<file path="config.mk">
export PLATFORM = sky130hd
export DESIGN_NAME = rtc_write_sequencer_flat
export DESIGN_NICKNAME = d
export VERILOG_FILES = /design/src/rtl/rtc_write_sequencer_if.sv /design/src/rtl/rtc_write_sequencer.sv /design/src/flat_wrapper.sv
export SDC_FILE = /design/constraint.sdc
export NUM_CORES = 1
export LEC_CHECK = 0
export ABC_AREA = 1
export BUFFER_PORTS_ARGS = -buffer_cell sky130_fd_sc_hd__buf_2
export CAP_MARGIN = 20
export CORE_AREA = 5 5 70 72
export CTS_BUF_LIST = sky130_fd_sc_hd__clkbuf_4 sky130_fd_sc_hd__clkbuf_8 sky130_fd_sc_hd__clkbuf_16
export CTS_CLUSTER_DIAMETER = 40
export CTS_CLUSTER_SIZE = 12
export DETAILED_ROUTE_END_ITERATION = 8
export DIE_AREA = 0 0 75 77
export GPL_ROUTABILITY_DRIVEN = 0
export HOLD_SLACK_MARGIN = 0.02
export PLACE_DENSITY = 0.7
export SLEW_MARGIN = 20
export SYNTH_ARGS = -nofsm -noshare
export SYNTH_HDL_FRONTEND = slang
export SYNTH_SLANG_ARGS = --single-unit
</file>
<file path="constraint.sdc">
create_clock -name clk -period 2.1 [get_ports clk]
set_input_delay 0.105 -clock clk [delete_from_list [all_inputs] [get_ports clk]]
set_output_delay 0.105 -clock clk [all_outputs]
set_load 0.01 [all_outputs]
</file>
<file path="src/rtl/rtc_write_sequencer_if.sv">
// Write-side bundle between the RTC write sequencer and its requester /
// the downstream read/write control mux.
interface rtc_write_sequencer_if;
  logic       start;
  logic [7:0] addr;
  logic [7:0] data;
  logic       ADW;
  logic       CSW;
  logic       RDW;
  logic       WRW;
  logic       SAW;
  logic       SDW;
  logic [7:0] bus_out;
  logic       busy;
  logic       done;

  modport master (
    output start, addr, data,
    input  ADW, CSW, RDW, WRW, SAW, SDW, bus_out, busy, done
  );

  modport slave (
    input  start, addr, data,
    output ADW, CSW, RDW, WRW, SAW, SDW, bus_out, busy, done
  );
endinterface

</file>
<file path="src/rtl/rtc_write_sequencer.sv">
// Two-phase (address then data) timed write cycle generator for the RTC
// multiplexed bus. Every output comes straight from a flop.
module rtc_write_sequencer #(
  parameter int T_SETUP = 2,
  parameter int T_PULSE = 5,
  parameter int T_HOLD  = 2,
  parameter int T_RECOV = 4
) (
  input  logic                  clk,
  input  logic                  rst_n,
  rtc_write_sequencer_if.slave  wr
);

  typedef enum logic [2:0] {
    IDLE    = 3'd0,
    A_SETUP = 3'd1,
    A_WR    = 3'd2,
    A_HOLD  = 3'd3,
    D_SETUP = 3'd4,
    D_WR    = 3'd5,
    D_HOLD  = 3'd6,
    RECOV   = 3'd7
  } state_t;

  state_t     state_r, state_s;
  logic [7:0] cnt_r, cnt_s;
  logic [7:0] addr_r, addr_s;
  logic [7:0] data_r, data_s;
  logic       adw_r, csw_r, wrw_r, saw_r, sdw_r, busy_r, done_r;
  logic       adw_s, csw_s, wrw_s, saw_s, sdw_s, busy_s, done_s;
  logic [7:0] bus_r, bus_s;

  // Dwell length (minus one) of the state being entered.
  function automatic logic [7:0] load_val(input state_t s);
    logic [7:0] v;
    case (s)
      A_SETUP, D_SETUP: v = 8'(T_SETUP - 1);
      A_WR, D_WR:       v = 8'(T_PULSE - 1);
      A_HOLD, D_HOLD:   v = 8'(T_HOLD - 1);
      RECOV:            v = 8'(T_RECOV - 1);
      default:          v = 8'd0;
    endcase
    return v;
  endfunction

  // Next state, dwell counter and operand latches.
  always_comb begin
    state_s = state_r;
    addr_s  = addr_r;
    data_s  = data_r;
    cnt_s   = 8'd0;
    case (state_r)
      IDLE: begin
        if (wr.start) begin
          state_s = A_SETUP;
          addr_s  = wr.addr;
          data_s  = wr.data;
        end else begin
          state_s = IDLE;
        end
      end
      A_SETUP: state_s = (cnt_r == 8'd0) ? A_WR    : A_SETUP;
      A_WR:    state_s = (cnt_r == 8'd0) ? A_HOLD  : A_WR;
      A_HOLD:  state_s = (cnt_r == 8'd0) ? D_SETUP : A_HOLD;
      D_SETUP: state_s = (cnt_r == 8'd0) ? D_WR    : D_SETUP;
      D_WR:    state_s = (cnt_r == 8'd0) ? D_HOLD  : D_WR;
      D_HOLD:  state_s = (cnt_r == 8'd0) ? RECOV   : D_HOLD;
      RECOV:   state_s = (cnt_r == 8'd0) ? IDLE    : RECOV;
      default: state_s = IDLE;
    endcase
    if (state_s != state_r) begin
      cnt_s = load_val(state_s);
    end else if (cnt_r != 8'd0) begin
      cnt_s = cnt_r - 8'd1;
    end else begin
      cnt_s = 8'd0;
    end
  end

  // Output values for the upcoming state, so the strobes can be registered.
  always_comb begin
    adw_s  = 1'b1;
    csw_s  = 1'b1;
    wrw_s  = 1'b1;
    saw_s  = 1'b0;
    sdw_s  = 1'b0;
    bus_s  = 8'h00;
    busy_s = 1'b0;
    done_s = 1'b0;
    case (state_s)
      A_SETUP, A_WR, A_HOLD: begin
        csw_s  = 1'b0;
        adw_s  = 1'b0;
        saw_s  = 1'b1;
        bus_s  = addr_s;
        busy_s = 1'b1;
        if (state_s == A_WR) begin
          wrw_s = 1'b0;
        end else begin
          wrw_s = 1'b1;
        end
      end
      D_SETUP, D_WR, D_HOLD: begin
        csw_s  = 1'b0;
        sdw_s  = 1'b1;
        bus_s  = data_s;
        busy_s = 1'b1;
        if (state_s == D_WR) begin
          wrw_s = 1'b0;
        end else begin
          wrw_s = 1'b1;
        end
      end
      RECOV: busy_s = 1'b1;
      IDLE: begin
        if (state_r == RECOV) begin
          done_s = 1'b1;
        end else begin
          done_s = 1'b0;
        end
      end
      default: busy_s = 1'b0;
    endcase
  end

  // State, counter, latches and output flops; reset drops everything to idle at once.
  always_ff @(posedge clk or negedge rst_n) begin
    if (!rst_n) begin
      state_r <= IDLE;
      cnt_r   <= 8'd0;
      addr_r  <= 8'h00;
      data_r  <= 8'h00;
      adw_r   <= 1'b1;
      csw_r   <= 1'b1;
      wrw_r   <= 1'b1;
      saw_r   <= 1'b0;
      sdw_r   <= 1'b0;
      bus_r   <= 8'h00;
      busy_r  <= 1'b0;
      done_r  <= 1'b0;
    end else begin
      state_r <= state_s;
      cnt_r   <= cnt_s;
      addr_r  <= addr_s;
      data_r  <= data_s;
      adw_r   <= adw_s;
      csw_r   <= csw_s;
      wrw_r   <= wrw_s;
      saw_r   <= saw_s;
      sdw_r   <= sdw_s;
      bus_r   <= bus_s;
      busy_r  <= busy_s;
      done_r  <= done_s;
    end
  end

  assign wr.ADW     = adw_r;
  assign wr.CSW     = csw_r;
  assign wr.RDW     = 1'b1;
  assign wr.WRW     = wrw_r;
  assign wr.SAW     = saw_r;
  assign wr.SDW     = sdw_r;
  assign wr.bus_out = bus_r;
  assign wr.busy    = busy_r;
  assign wr.done    = done_r;

endmodule

</file>
<file path="src/flat_wrapper.sv">
// flat-port wrapper written by rule: the top's interface ports become plain ports
module rtc_write_sequencer_flat 
#(
  parameter int T_SETUP = 2,
  parameter int T_PULSE = 5,
  parameter int T_HOLD  = 2,
  parameter int T_RECOV = 4
)
  (clk, rst_n, wr_start, wr_addr, wr_data, wr_ADW, wr_CSW, wr_RDW, wr_WRW, wr_SAW, wr_SDW, wr_bus_out, wr_busy, wr_done);
  rtc_write_sequencer_if wr_i ();
  input  logic clk;
  input  logic rst_n;
  input wire logic [$bits(wr_i.start)-1:0] wr_start;
  input wire logic [$bits(wr_i.addr)-1:0] wr_addr;
  input wire logic [$bits(wr_i.data)-1:0] wr_data;
  output wire logic [$bits(wr_i.ADW)-1:0] wr_ADW;
  output wire logic [$bits(wr_i.CSW)-1:0] wr_CSW;
  output wire logic [$bits(wr_i.RDW)-1:0] wr_RDW;
  output wire logic [$bits(wr_i.WRW)-1:0] wr_WRW;
  output wire logic [$bits(wr_i.SAW)-1:0] wr_SAW;
  output wire logic [$bits(wr_i.SDW)-1:0] wr_SDW;
  output wire logic [$bits(wr_i.bus_out)-1:0] wr_bus_out;
  output wire logic [$bits(wr_i.busy)-1:0] wr_busy;
  output wire logic [$bits(wr_i.done)-1:0] wr_done;
  assign wr_i.start = wr_start;
  assign wr_i.addr = wr_addr;
  assign wr_i.data = wr_data;
  assign wr_ADW = wr_i.ADW;
  assign wr_CSW = wr_i.CSW;
  assign wr_RDW = wr_i.RDW;
  assign wr_WRW = wr_i.WRW;
  assign wr_SAW = wr_i.SAW;
  assign wr_SDW = wr_i.SDW;
  assign wr_bus_out = wr_i.bus_out;
  assign wr_busy = wr_i.busy;
  assign wr_done = wr_i.done;
  rtc_write_sequencer #(.T_SETUP(T_SETUP), .T_PULSE(T_PULSE), .T_HOLD(T_HOLD), .T_RECOV(T_RECOV)) u_core (.clk(clk), .rst_n(rst_n), .wr(wr_i));
endmodule
</file>
# After elaboration in Yosys (flattened, before gate mapping)
# Index checks and enable logic that the tools add are counted.
# op_classes
n_mux,27
n_addsub,1
reduce_logical,10
n_eq_ne,15
# ops
op,n
two-way mux 8 bit,6
"== test 3 bit, second input constant",8
one-hot mux 3 bit (8 select lines),1
one-hot mux 8 bit (2 select lines),1
two-way mux 1 bit,13
"== test 3 x 2 -> 1 bit, second input constant",4
one-hot mux 3 bit (3 select lines),1
zero test 8 bit,1
nonzero test 8 bit,1
"subtractor 8 x 1 -> 8 bit, second input constant",1
OR reduction 7 bit,1
"== test 3 x 1 -> 1 bit, second input constant",2
zero test 3 bit,2
two-way mux 3 bit,2
OR reduction 3 bit,2
OR reduction 6 bit,1
two-way mux 2 bit,2
OR reduction 4 bit,1
!= test 3 bit,1
one-hot mux 1 bit (2 select lines),1
OR reduction 2 bit,1
# totals
out_inout_bits,16
inputBits,19
wordCells,65
ff_bits,42

# Depth between registers and ports, before layout
# Gate-level depths: netlist of run 1.
# depth
word_depth,7
ltp_mapped,12
depth_no_buf,12

# Worst setup path after synthesis of run 1
# OpenSTA, ideal clock, no wires.
# synth_path
path_type,register to register
start,register u_core.cnt_r[0]
end,register u_core.cnt_r[0]
arrival_ps,1472
slack_ps,510
setup_ps,118
required_ps,1982
path_buffers,0
stages_incl_launch_ff,12
synth_period_minus_slack_ps,1590
cell_sequence,dfrtp_1 -> inv_1 -> ha_1 -> nand2_2 -> nor2_8 -> nand2_2 -> nand2_2 -> nand3_2 -> nand2_2 -> nand2_1 -> nand2_1 -> nand2_1
# synth_between
elab_chain_len,7
elab_cells_between_ends,24
classes_between,add/sub (1); eq/ne (8); mux (11); reduce/logical (4)
# synth_lines
item,line_no,rtl
"start, declared",rtc_write_sequencer.sv:26,"logic [7:0] cnt_r, cnt_s;"
"start signal, assigned",rtc_write_sequencer.sv:143,cnt_r <= cnt_s;
zero test 8 bit,--,
two-way mux 3 bit (tied with other cells),rtc_write_sequencer.sv:68,RECOV: state_s = (cnt_r == 8'd0) ? IDLE : RECOV;
one-hot mux 3 bit (8 select lines),rtc_write_sequencer.sv:52,case (state_r)
== test 3 x 1 -> 1 bit (tied with other cells),rtc_write_sequencer.sv:36,case (s)
OR reduction 4 bit (no line) or OR reduction 2 bit (tied branches),--,
one-hot mux 3 bit (3 select lines),rtc_write_sequencer.sv:36,
two-way mux 8 bit (*),rtc_write_sequencer.sv:71,if (state_s != state_r) begin
via u_core.cnt_s[0],rtc_write_sequencer.sv:26,
# Mark *: on every way through the listed nets, which the timed path passes. The rest lies on a longest branch.

# Final worst setup path of run 1
# layout_path
start,register u_core.cnt_r[0]
end,register u_core.bus_r[2] (netlist: u_core.wr.bus_out[2])
# layout_between
elab_chain_len,6
elab_cells_between_ends,18
classes_between,eq/ne (6); mux (9); reduce/logical (3)
# layout_lines
item,line_no,rtl
zero test 8 bit (*),"rtc_write_sequencer.sv:64, rtc_write_sequencer.sv:68",
"two-way mux 3 bit, on equally long branches","rtc_write_sequencer.sv:68, rtc_write_sequencer.sv:64",
one-hot mux 3 bit (8 select lines) (*),rtc_write_sequencer.sv:52,
via u_core.state_s[2],rtc_write_sequencer.sv:25,"state_t state_r, state_s;"
== test 3 bit (tied with other cells),rtc_write_sequencer.sv:90,case (state_s)
"OR reduction 3 bit, on equally long branches",--,
one-hot mux 8 bit (2 select lines) (*),rtc_write_sequencer.sv:90,
via u_core.bus_s[2],rtc_write_sequencer.sv:31,"logic [7:0] bus_r, bus_s;"
"end signal, assigned",rtc_write_sequencer.sv:151,bus_r <= bus_s;
"end, declared",rtc_write_sequencer.sv:31,
# Marks and branches as above.

==> qor.csv, run 1 <==
metric;value;unit
Layout area overhead;16.4;%
largest net degree at the start of global routing;43;
fin nets;277;
Setup Fix Bufs, Post-CTS;0;
DRT antenna net count;0;
FF+latch area;1050;µm²
initial antenna violation count;0;
Worst VDD drop;0.000440;V
DR iter-0 viols;73;
CTS max path bufs;2;
Pwr Total;1.48;mW
Worst Hold Depth;3;
leakage power;1.31;nW
Core ar.;4230;µm²
Reg2Reg Capture Point;u_core.wr.bus_out[2];
Via Count;1452;
# IOs;35;
Routed WL;3730;µm
count of final setup violators;0;
Ant. Diodes;0;
status;completed;
CTS tree;built;
row cnt;24;
Fin Hold WS;34.0;ps
drt drc;0;
Synth cell types;30;
Slowest-stage cell, CP;dfrtp_1;
Worst Path Required;2280;ps
Ys Warns;0;
cts bufs inserted;5;
Worst path max stage delay;390;ps
Worst Path Buf+Inv;2;
Vias per Instance;4.70;
final worst slack;265;ps
CTS Root Cell;clkbuf_8;
max_cap viols;0;
Final TNS setup;0;ps
Reg2Reg Setup Slack;260;ps
Highest Clock Rate;545;MHz
vias in the first global route;1538;
Place WS;266;ps
syn_nets;239;
Syn Inst Count;218;
drt pass-1 iters;4;
Worst Min Path Start;wr_data[6];
post-synth top area share;0.484;
Die Width;75;µm
H-tree levels;2;
final slew viol count;0;
Skew-Pair Late Insertion Delay;290;ps
critical path endpoint category;flop;
hold crit path type;in2reg;
crit path kind;reg2reg;
first-pass GRT wire length;6800;µm
cts hold-fix bufs;1;
die outline area;5780;µm²
area leader, netlist;dfrtp_1;
Clock Pin Slew Worst Setup and Hold Paths;80;ps
CP top delay family;simple AND/OR/NAND/NOR gates;
ratio of cells with drive above 1 in the final layout;0.319;
Initial Util;0.476;
PortBufs;33;
Syn Area/Cell;9.24;µm²
final worst-path cycle share;0.874;
Sink Count;42;
P per Cell Area;630;nW/µm²
clk_skew;7.27;ps
synth top area cells;dfrtp_1, nand2_1, dfstp_2, nand2_4, nand3_1;
max_slew headroom;0.411;
grt ovf;0;
final critical-path required period;1840;ps
Routed WL per cell;12.1;µm
# fillers;381;
worst flop-to-flop path startpoint;u_core.cnt_r[0];
flop and latch count out of synthesis;42;
CP arrival;2020;ps
Post-DP HPWL;2720;µm
Seq/Total Area, Yosys;0.524;
DIE HEIGHT;77;µm
GRT Overall Usage;0.150;
R2R cell count;11;
startpoint types;flop;
Hold Path Sink;u_core.data_r[6];
post-layout util;0.554;
area of the multi-input gates;857;µm²
CP max FO;9;
RSZ-0062 raised after global routing;false;
final hold viol count;0;
post-CTS sizing;0;
worst path cell trace;inv_1 > ha_1 > nand2_2 > nor2_8 > nand3_2 > nand2_2 > inv_2 > nand2_4 > nand2_4 > nand2_1 > nand2_1;
worst-margin pin slew;883;ps
Mapped Area;2010;µm²
==> placed cells by master, fill, tap and decap left out, drive strengths merged <==
master,n
ha,2
clkinvlp,1
nand4,4
o21ai,4
nor3,6
xor2,5
conb,1
nor2,12
buf,34
inv,18
dfstp,3
dfrtp,39
a31oi,1
nand3,20
o211ai,1
dlygate4sd3,1
clkbuf,6
bufinv,1
nand2,96
or2,1
clkinv,1
==> power breakdown <==
group | switching [mW] | internal, mW | leakage, nW
logic | 0.0205 | 0.0127 | 0.713
clock network | 0.269 | 0.368 | 0.0548
registers | 0 | 0.808 | 0.540
total | 0.289 | 1.19 | 1.31
==> metrics by stage <==
stage / std cells / area, µm²
2_1_floorplan: 218 / 2010
3_3_place_gp: 300 / 2220
3_5_place_dp: 300 / 2220
4_1_cts: 309 / 2340
5_1_grt: 309 / 2340
6_report: 309 / 2340
==> Yosys cell counts <==
library cell	n
nand2_2	7
o211ai_1	1
nor2_1	6
xor2_1	5
a31oi_1	1
nor3_1	1
nor3_2	5
nand2_8	1
nand2_4	7
inv_1	14
nand3_4	1
o21ai_2	1
inv_2	4
or2_4	1
nand3_2	4
nand4_1	4
buf_4	2
nor2_2	4
buf_6	1
o21ai_0	3
dfrtp_1	39
nor2_4	1
conb_1	1
dfstp_2	3
clkinv_1	1
nand2_1	81
buf_2	1
nand3_1	15
ha_1	2
nor2_8	1
==> final cells by class <==
class,instances,share of cell area
inverters,19,0.0304
well taps,52,0.0277
repair buffers,35,0.0779
flip-flops and latches,42,0.450
clock inverters,2,0.0160
clock buffers,6,0.0326
multi-input cells,153,0.366
==> worst max path at each step <==
stage	startpoint	depth (start not counted)	end	slack, ps
3_5_place_dp	u_core.cnt_r[0]	11	u_core.wr.bus_out[4]	270
3_3_place_gp	u_core.cnt_r[0]	11	u_core.wr.bus_out[2]	340
6_report	u_core.cnt_r[0]	11	u_core.wr.bus_out[2]	260
5_1_grt	u_core.cnt_r[0]	11	u_core.wr.bus_out[2]	130
2_1_floorplan	u_core.cnt_r[0]	11	u_core.cnt_r[0]	510
4_1_cts	u_core.cnt_r[0]	11	u_core.wr.bus_out[2]	240
==> cells by family after synthesis <==
family | share of synthesized area
fa+ha+maj | 0.0124
simple gates | 0.371
xor+xnor | 0.0217
flops | 0.524
compound gates | 0.0186
other cells | 0.00186
buf+inv | 0.0509
==> per-layer routing <==
| layer | wire length [µm] | vias to the layer above | part of all wire | track usage |
|---|---|---|---|---|
| li1 | - | 758 | - | - |
| met1 | 1740 | 660 | 0.47 | 0.211 |
| met2 | 1770 | 28 | 0.47 | 0.226 |
| met3 | 156 | 6 | 0.042 | 0.0340 |
| met4 | 61 | 0 | 0.016 | 0.0498 |
| met5 | 0 | - | 0 | 0 |
==> worst register-to-register path: stages, from the launching register on <==
cell,delay [ps]
dfrtp_1,390
inv_1,100
ha_1,210
nand2_2,140
nor2_8,230
nand3_2,130
nand2_2,180
inv_2,70
nand2_4,80
nand2_4,80
nand2_1,70
nand2_1,50
==> sequential cells by signal, indices dropped and copies added, names as in the netlist, 3 cells and up <==
register           flops
u_core.addr_r          8
u_core.cnt_r           8
u_core.data_r          8
u_core.wr.bus_out      8
u_core.state_r         3
Power figures use the tool's default switching activity.
==> run 2, diff against run 1 <==
Settings changed: PLACE_DENSITY 0.7 to 0.8.
==> run 2 against run 1 <==
Against the previous run:
- via count grew 1.5%
- non-clock buffer count is the same
- combinational power grew 2%
- first-iteration DRC count grew 30%
- flip-flop and latch count is the same
- sequential power is essentially flat
- largest cell class unchanged
- clock power shrank 19%
- clock-buffer cell count is the same
- final area shrank 1.0%
==> qor.csv, run 2 (synthesis results as in run 1) <==
metric;value;unit;change
CTS max path bufs;2;;unchanged
RSZ-0062 raised after global routing;false;;
sequential power share;0.596;;+0.049
Final TNS setup;0;ps;unchanged
Worst VDD drop;0.000273;V;-38%
commonest non-fill, non-tap cells in the layout;nand2_1, dfrtp_1, buf_2, nand3_1, inv_1;;
post-CTS sizing;0;;unchanged
CTS tree;built;;
leakage power;1.30;nW;-0.48%
drt drc;0;;unchanged
# IOs;35;;unchanged
Reg2Reg Setup Slack;250;ps;-20 ps
Sink Count;42;;unchanged
initial antenna violation count;0;;unchanged
CTS Root Cell;clkbuf_8;;
Setup Fix Bufs, Post-CTS;0;;unchanged
Skew-Pair Late Insertion Delay;290;ps;about the same
# fillers;362;;-5.0%
Clock Pin Slew Worst Setup and Hold Paths;80;ps;about the same
first-pass GRT wire length;6640;µm;-2.3%
startpoint types;flop;;
PortBufs;33;;unchanged
design area;2320;µm²;-1.0%
Ant. Diodes;0;;unchanged
R2R cell count;11;;unchanged
final worst-path cycle share;0.883;;+0.00865
final hold viol count;0;;unchanged
CP arrival;2030;ps;about the same
Power Internal;1.07;mW;-10%
post-layout util;0.548;;-0.00562
cts bufs inserted;5;;unchanged
row cnt;24;;unchanged
cts hold-fix bufs;1;;unchanged
H-tree levels;2;;unchanged
worst-margin pin slew;905;ps;+22.0 ps
most common cell after layout, fill and taps aside;nand2_1;;
P per Cell Area;584;nW/µm²;-7.3%
Die Width;75;µm;unchanged
fin nets;277;;unchanged
Routed WL per cell;12.6;µm;+4.2%
met3 Use GR;0.0275;;-0.00654
Worst Path Required;2280;ps;about the same
Logic pwr share;0.025;;+0.003
Switching Fraction;0.212;;+0.0165
die outline area;5780;µm²;unchanged
GRT Max-Usage Layer;met2;;
count of final setup violators;0;;unchanged
final slew viol count;0;;unchanged
CP max FO;9;;unchanged
vias in the first global route;1504;;-2.2%
max_slew headroom;0.397;;-0.0147
Area after DPL;2220;µm²;unchanged
ratio of cells with drive above 1 in the final layout;0.319;;unchanged
DR iter-0 viols;95;;+30%
status;completed;;
grt ovf;0;;unchanged
Worst Hold Depth;3;;unchanged
met1 Use GR;0.195;;-0.0165
Highest Clock Rate;540;MHz;-0.98%
Layout area overhead;15.2;%;
Routed WL;3880;µm;+4.2%
Vias per Instance;4.77;;+1.5%
P_sw;0.288;mW;-0.51%
largest net degree at the start of global routing;43;;unchanged
crit path kind;reg2reg;;
drt pass-1 iters;4;;unchanged
max_cap viols;0;;unchanged
hold crit path type;in2reg;;
Core ar.;4230;µm²;unchanged
DRT antenna net count;0;;unchanged
Clk pwr share;0.379;;-0.051
Post-DP HPWL;2820;µm;+3.7%
Pwr Total;1.36;mW;-8.2%
clk_skew;5.07;ps;-2.20 ps
final critical-path required period;1850;ps;+18.2 ps
GR Util met2;0.240;;+0.0148
DIE HEIGHT;77;µm;unchanged
Via Count;1474;;+1.5%
GRT Overall Usage;0.148;;-0.00217
critical path endpoint category;flop;;
Initial Util;0.476;;unchanged
[run 2: stage by stage]
| stage | std cells | hold slack [ps] | setup WS, ps |
|---|---|---|---|
| 5_1_grt | 309 | 39.1 | 81.2 |
| 6_report | 309 | 39.1 | 246 |
| 3_3_place_gp | 300 | 274 | 363 |
| 2_1_floorplan | 218 | -191 | 510 |
| 3_5_place_dp | 300 | 289 | 286 |
| 4_1_cts | 309 | 32.5 | 267 |
[run 2: routing by layer]
metal,part of all wire,up-vias,wire [µm]
met5,0,-,0
met3,0.042,5,164
met4,0.013,0,51
li1,-,758,-
met1,0.44,681,1710
met2,0.50,30,1960
[run 2: final cells by class]
type,count,area [µm²],area share
clock buffers,6,76.3,0.0329
clock inverters,2,13.8,0.00593
inverters,19,71.3,0.0307
multi-input cells,153,857,0.369
flip-flops and latches,42,1050,0.454
well taps,52,65.1,0.0280
repair buffers,35,183,0.0787
[run 2: worst paths after layout]
check,startpoint,end
hold / removal,wr_data[6],u_core.data_r[6]
min in group asynchronous,rst_n,u_core.cnt_r[4]
max in group asynchronous,rst_n,u_core.addr_r[6]
setup / recovery,u_core.cnt_r[0],u_core.wr.bus_out[5]
hold reg to reg,u_core.data_r[0],u_core.data_r[0]
setup reg to reg,u_core.cnt_r[0],u_core.wr.bus_out[5]
[run 2: critical path, stage by stage, from the launching register on]
cell and delay [ps]:
dfrtp_1 390, inv_1 100, ha_1 240, nand2_2 140
nor2_8 220, nand3_2 140, nand2_2 170, inv_2 70
nand2_4 80, nand2_4 90, nand2_1 70, nand2_1 50
[run 2: power by group through the flow]
stage / Clock, mW / Sequential [mW] / Combinational, mW
4_1_cts: 0.530 / 0.808 / 0.0355
6_report: 0.514 / 0.808 / 0.0338
5_1_grt: 0.553 / 0.808 / 0.0396
2_1_floorplan: 0 / 0.824 / 0.00217
3_5_place_dp: 0 / 0.824 / 0.0341
3_3_place_gp: 0 / 0.824 / 0.0333
==> run 3, diff against run 2 <==
Settings changed: CORE_AREA 5 5 70 72 to 5 5 67 69, DIE_AREA 0 0 75 77 to 0 0 72 74, PLACE_DENSITY 0.8 to 0.85.
==> run 3 against run 2 <==
Against the previous run:
- die area fell by 7.7%
- clock skew barely moved
- combinational power fell by 2%
- setup slack improved by 27 ps
- sequential share of layout area fell by 0.41 points
- wire length rose by 4.1%
- register-to-register slack improved by 30 ps
- highest routed layer unchanged
==> qor.csv, run 3 (synthesis results as in run 1) <==
metric;value;unit;change
Pwr Total;1.48;mW;+8.9%
Reg2Reg Setup Slack;270;ps;+30 ps
design area;2340;µm²;+0.92%
Worst VDD drop;0.000325;V;+19%
final worst-path cycle share;0.870;;-0.0128
cts hold-fix bufs;1;;unchanged
die outline area;5330;µm²;-7.7%
critical path endpoint category;flop;;
post-CTS sizing;0;;unchanged
count of final setup violators;0;;unchanged
Setup Fix Bufs, Post-CTS;0;;unchanged
Skew-Pair Late Insertion Delay;290;ps;about the same
Worst Path Buf+Inv;2;;unchanged
Vias per Instance;4.99;;+4.6%
hold crit path type;in2reg;;
Via Count;1532;;+3.9%
CP arrival;2010;ps;-20 ps
Slowest-stage cell, CP;dfrtp_1;;
cts bufs inserted;5;;unchanged
most common cell after layout, fill and taps aside;nand2_1;;
Core ar.;3860;µm²;-8.9%
Sink Count;42;;unchanged
CTS max path bufs;2;;unchanged
CTS tree;built;;
final hold viol count;0;;unchanged
worst-margin pin slew;896;ps;-9.25 ps
ratio of cells with drive above 1 in the final layout;0.319;;unchanged
Routed WL per cell;13.2;µm;+4.8%
P per Cell Area;630;nW/µm²;+7.9%
drt drc;0;;unchanged
Clk pwr share;0.430;;+0.051
Post-DP HPWL;2780;µm;-1.4%
Switching Fraction;0.195;;-0.0172
GRT Overall Usage;0.162;;+0.0143
post-layout util;0.607;;+0.0592
sequential power share;0.548;;-0.048
Initial Util;0.522;;+0.0466
initial antenna violation count;0;;unchanged
RSZ-0062 raised after global routing;false;;
final slew viol count;0;;unchanged
Power Internal;1.19;mW;+11%
Clock Pin Slew Worst Setup and Hold Paths;80;ps;about the same
CP top delay family;simple AND/OR/NAND/NOR gates;;
DIE HEIGHT;74;µm;-3.9%
Routed WL;4040;µm;+4.1%
Die Width;72;µm;-4.0%
grt ovf;0;;unchanged
# IOs;35;;unchanged
status;completed;;
P_sw;0.288;mW;about the same
Area after DPL;2220;µm²;-0.11%
Logic pwr share;0.022;;-0.003
largest net degree at the start of global routing;43;;unchanged
leakage power;1.31;nW;+0.48%
clk_skew;4.90;ps;-0.165 ps
first-pass GRT wire length;6560;µm;-1.2%
vias in the first global route;1504;;unchanged
Ant. Diodes;0;;unchanged
crit path kind;reg2reg;;
DRT antenna net count;0;;unchanged
CTS Root Cell;clkbuf_8;;
H-tree levels;2;;unchanged
Layout area overhead;16.3;%;
max_slew headroom;0.403;;+0.00617
drt pass-1 iters;4;;unchanged
CP max FO;9;;unchanged
Final TNS setup;0;ps;unchanged
final critical-path required period;1830;ps;-26.9 ps
max_cap viols;0;;unchanged
# fillers;312;;-14%
fin nets;277;;unchanged
PortBufs;33;;unchanged
worst path cell trace;inv_1 > ha_1 > nand2_2 > nor2_8 > nand3_2 > nand2_2 > inv_2 > nand2_4 > nand2_4 > nand2_1 > nand2_1;;
Worst path max stage delay;380;ps;about the same
Highest Clock Rate;547;MHz;+1.5%
Fin Hold WS;26.1;ps;-13.0 ps
commonest non-fill, non-tap cells in the layout;nand2_1, dfrtp_1, buf_2, nand3_1, inv_1;;
Worst Path Required;2290;ps;about the same
DR iter-0 viols;71;;-25%
startpoint types;flop;;
row cnt;23;;-4.2%
[run 3: changes by cell type in the layout (fill, tap and decap cells not counted)]
cell,change
bufinv_16,+1
clkinv_2,-1
clkinv_4,-1
clkinvlp_4,+1
[run 3: worst paths after layout]
path | startpoint | to | cells past startpoint
max | u_core.cnt_r[0] | u_core.wr.bus_out[7] | 11
min | wr_data[5] | u_core.data_r[5] | 3
max reg2reg | u_core.cnt_r[0] | u_core.wr.bus_out[7] | 11
min reg2reg | u_core.addr_r[4] | u_core.addr_r[4] | 2
max in group asynchronous | rst_n | u_core.cnt_r[4] | 2
min in group asynchronous | rst_n | u_core.state_r[0] | 2
[run 3: layer usage]
layer / GRT usage / vias up / routed length [µm]
li1: - / 757 / -
met1: 0.194 / 724 / 1720
met2: 0.268 / 39 / 2030
met3: 0.0446 / 12 / 177
met4: 0.0877 / 0 / 114
met5: 0 / - / 0
[run 3: cell type report]
cell class | instances | area, µm² | share of cell area
sequential | 42 | 1050 | 0.450
multi-input combinational | 153 | 857 | 0.366
timing repair buffer | 35 | 183 | 0.0780
clock buffer | 6 | 76.3 | 0.0326
inverter | 19 | 71.3 | 0.0304
tap | 50 | 62.6 | 0.0267
clock inverter | 2 | 37.5 | 0.0160
[run 3: stage by stage]
stage | std cells | worst slack (ps)
floorplan | 218 | 510
global placement | 298 | 387
detailed placement | 298 | 295
CTS | 307 | 274
global route | 307 | 113
finish | 307 | 273
[run 3: power by group through the flow]
stage | logic [mW] | clock network [mW] | registers, mW
floorplan | 0.00217 | 0 | 0.824
CTS | 0.0346 | 0.644 | 0.808
global placement | 0.0333 | 0 | 0.824
finish | 0.0332 | 0.635 | 0.808
detailed placement | 0.0332 | 0 | 0.824
global route | 0.0387 | 0.675 | 0.808
[run 3: worst min-delay path: stages]
cell and delay (ps):
buf_2 70, nand2_1 40, nand2_1 60
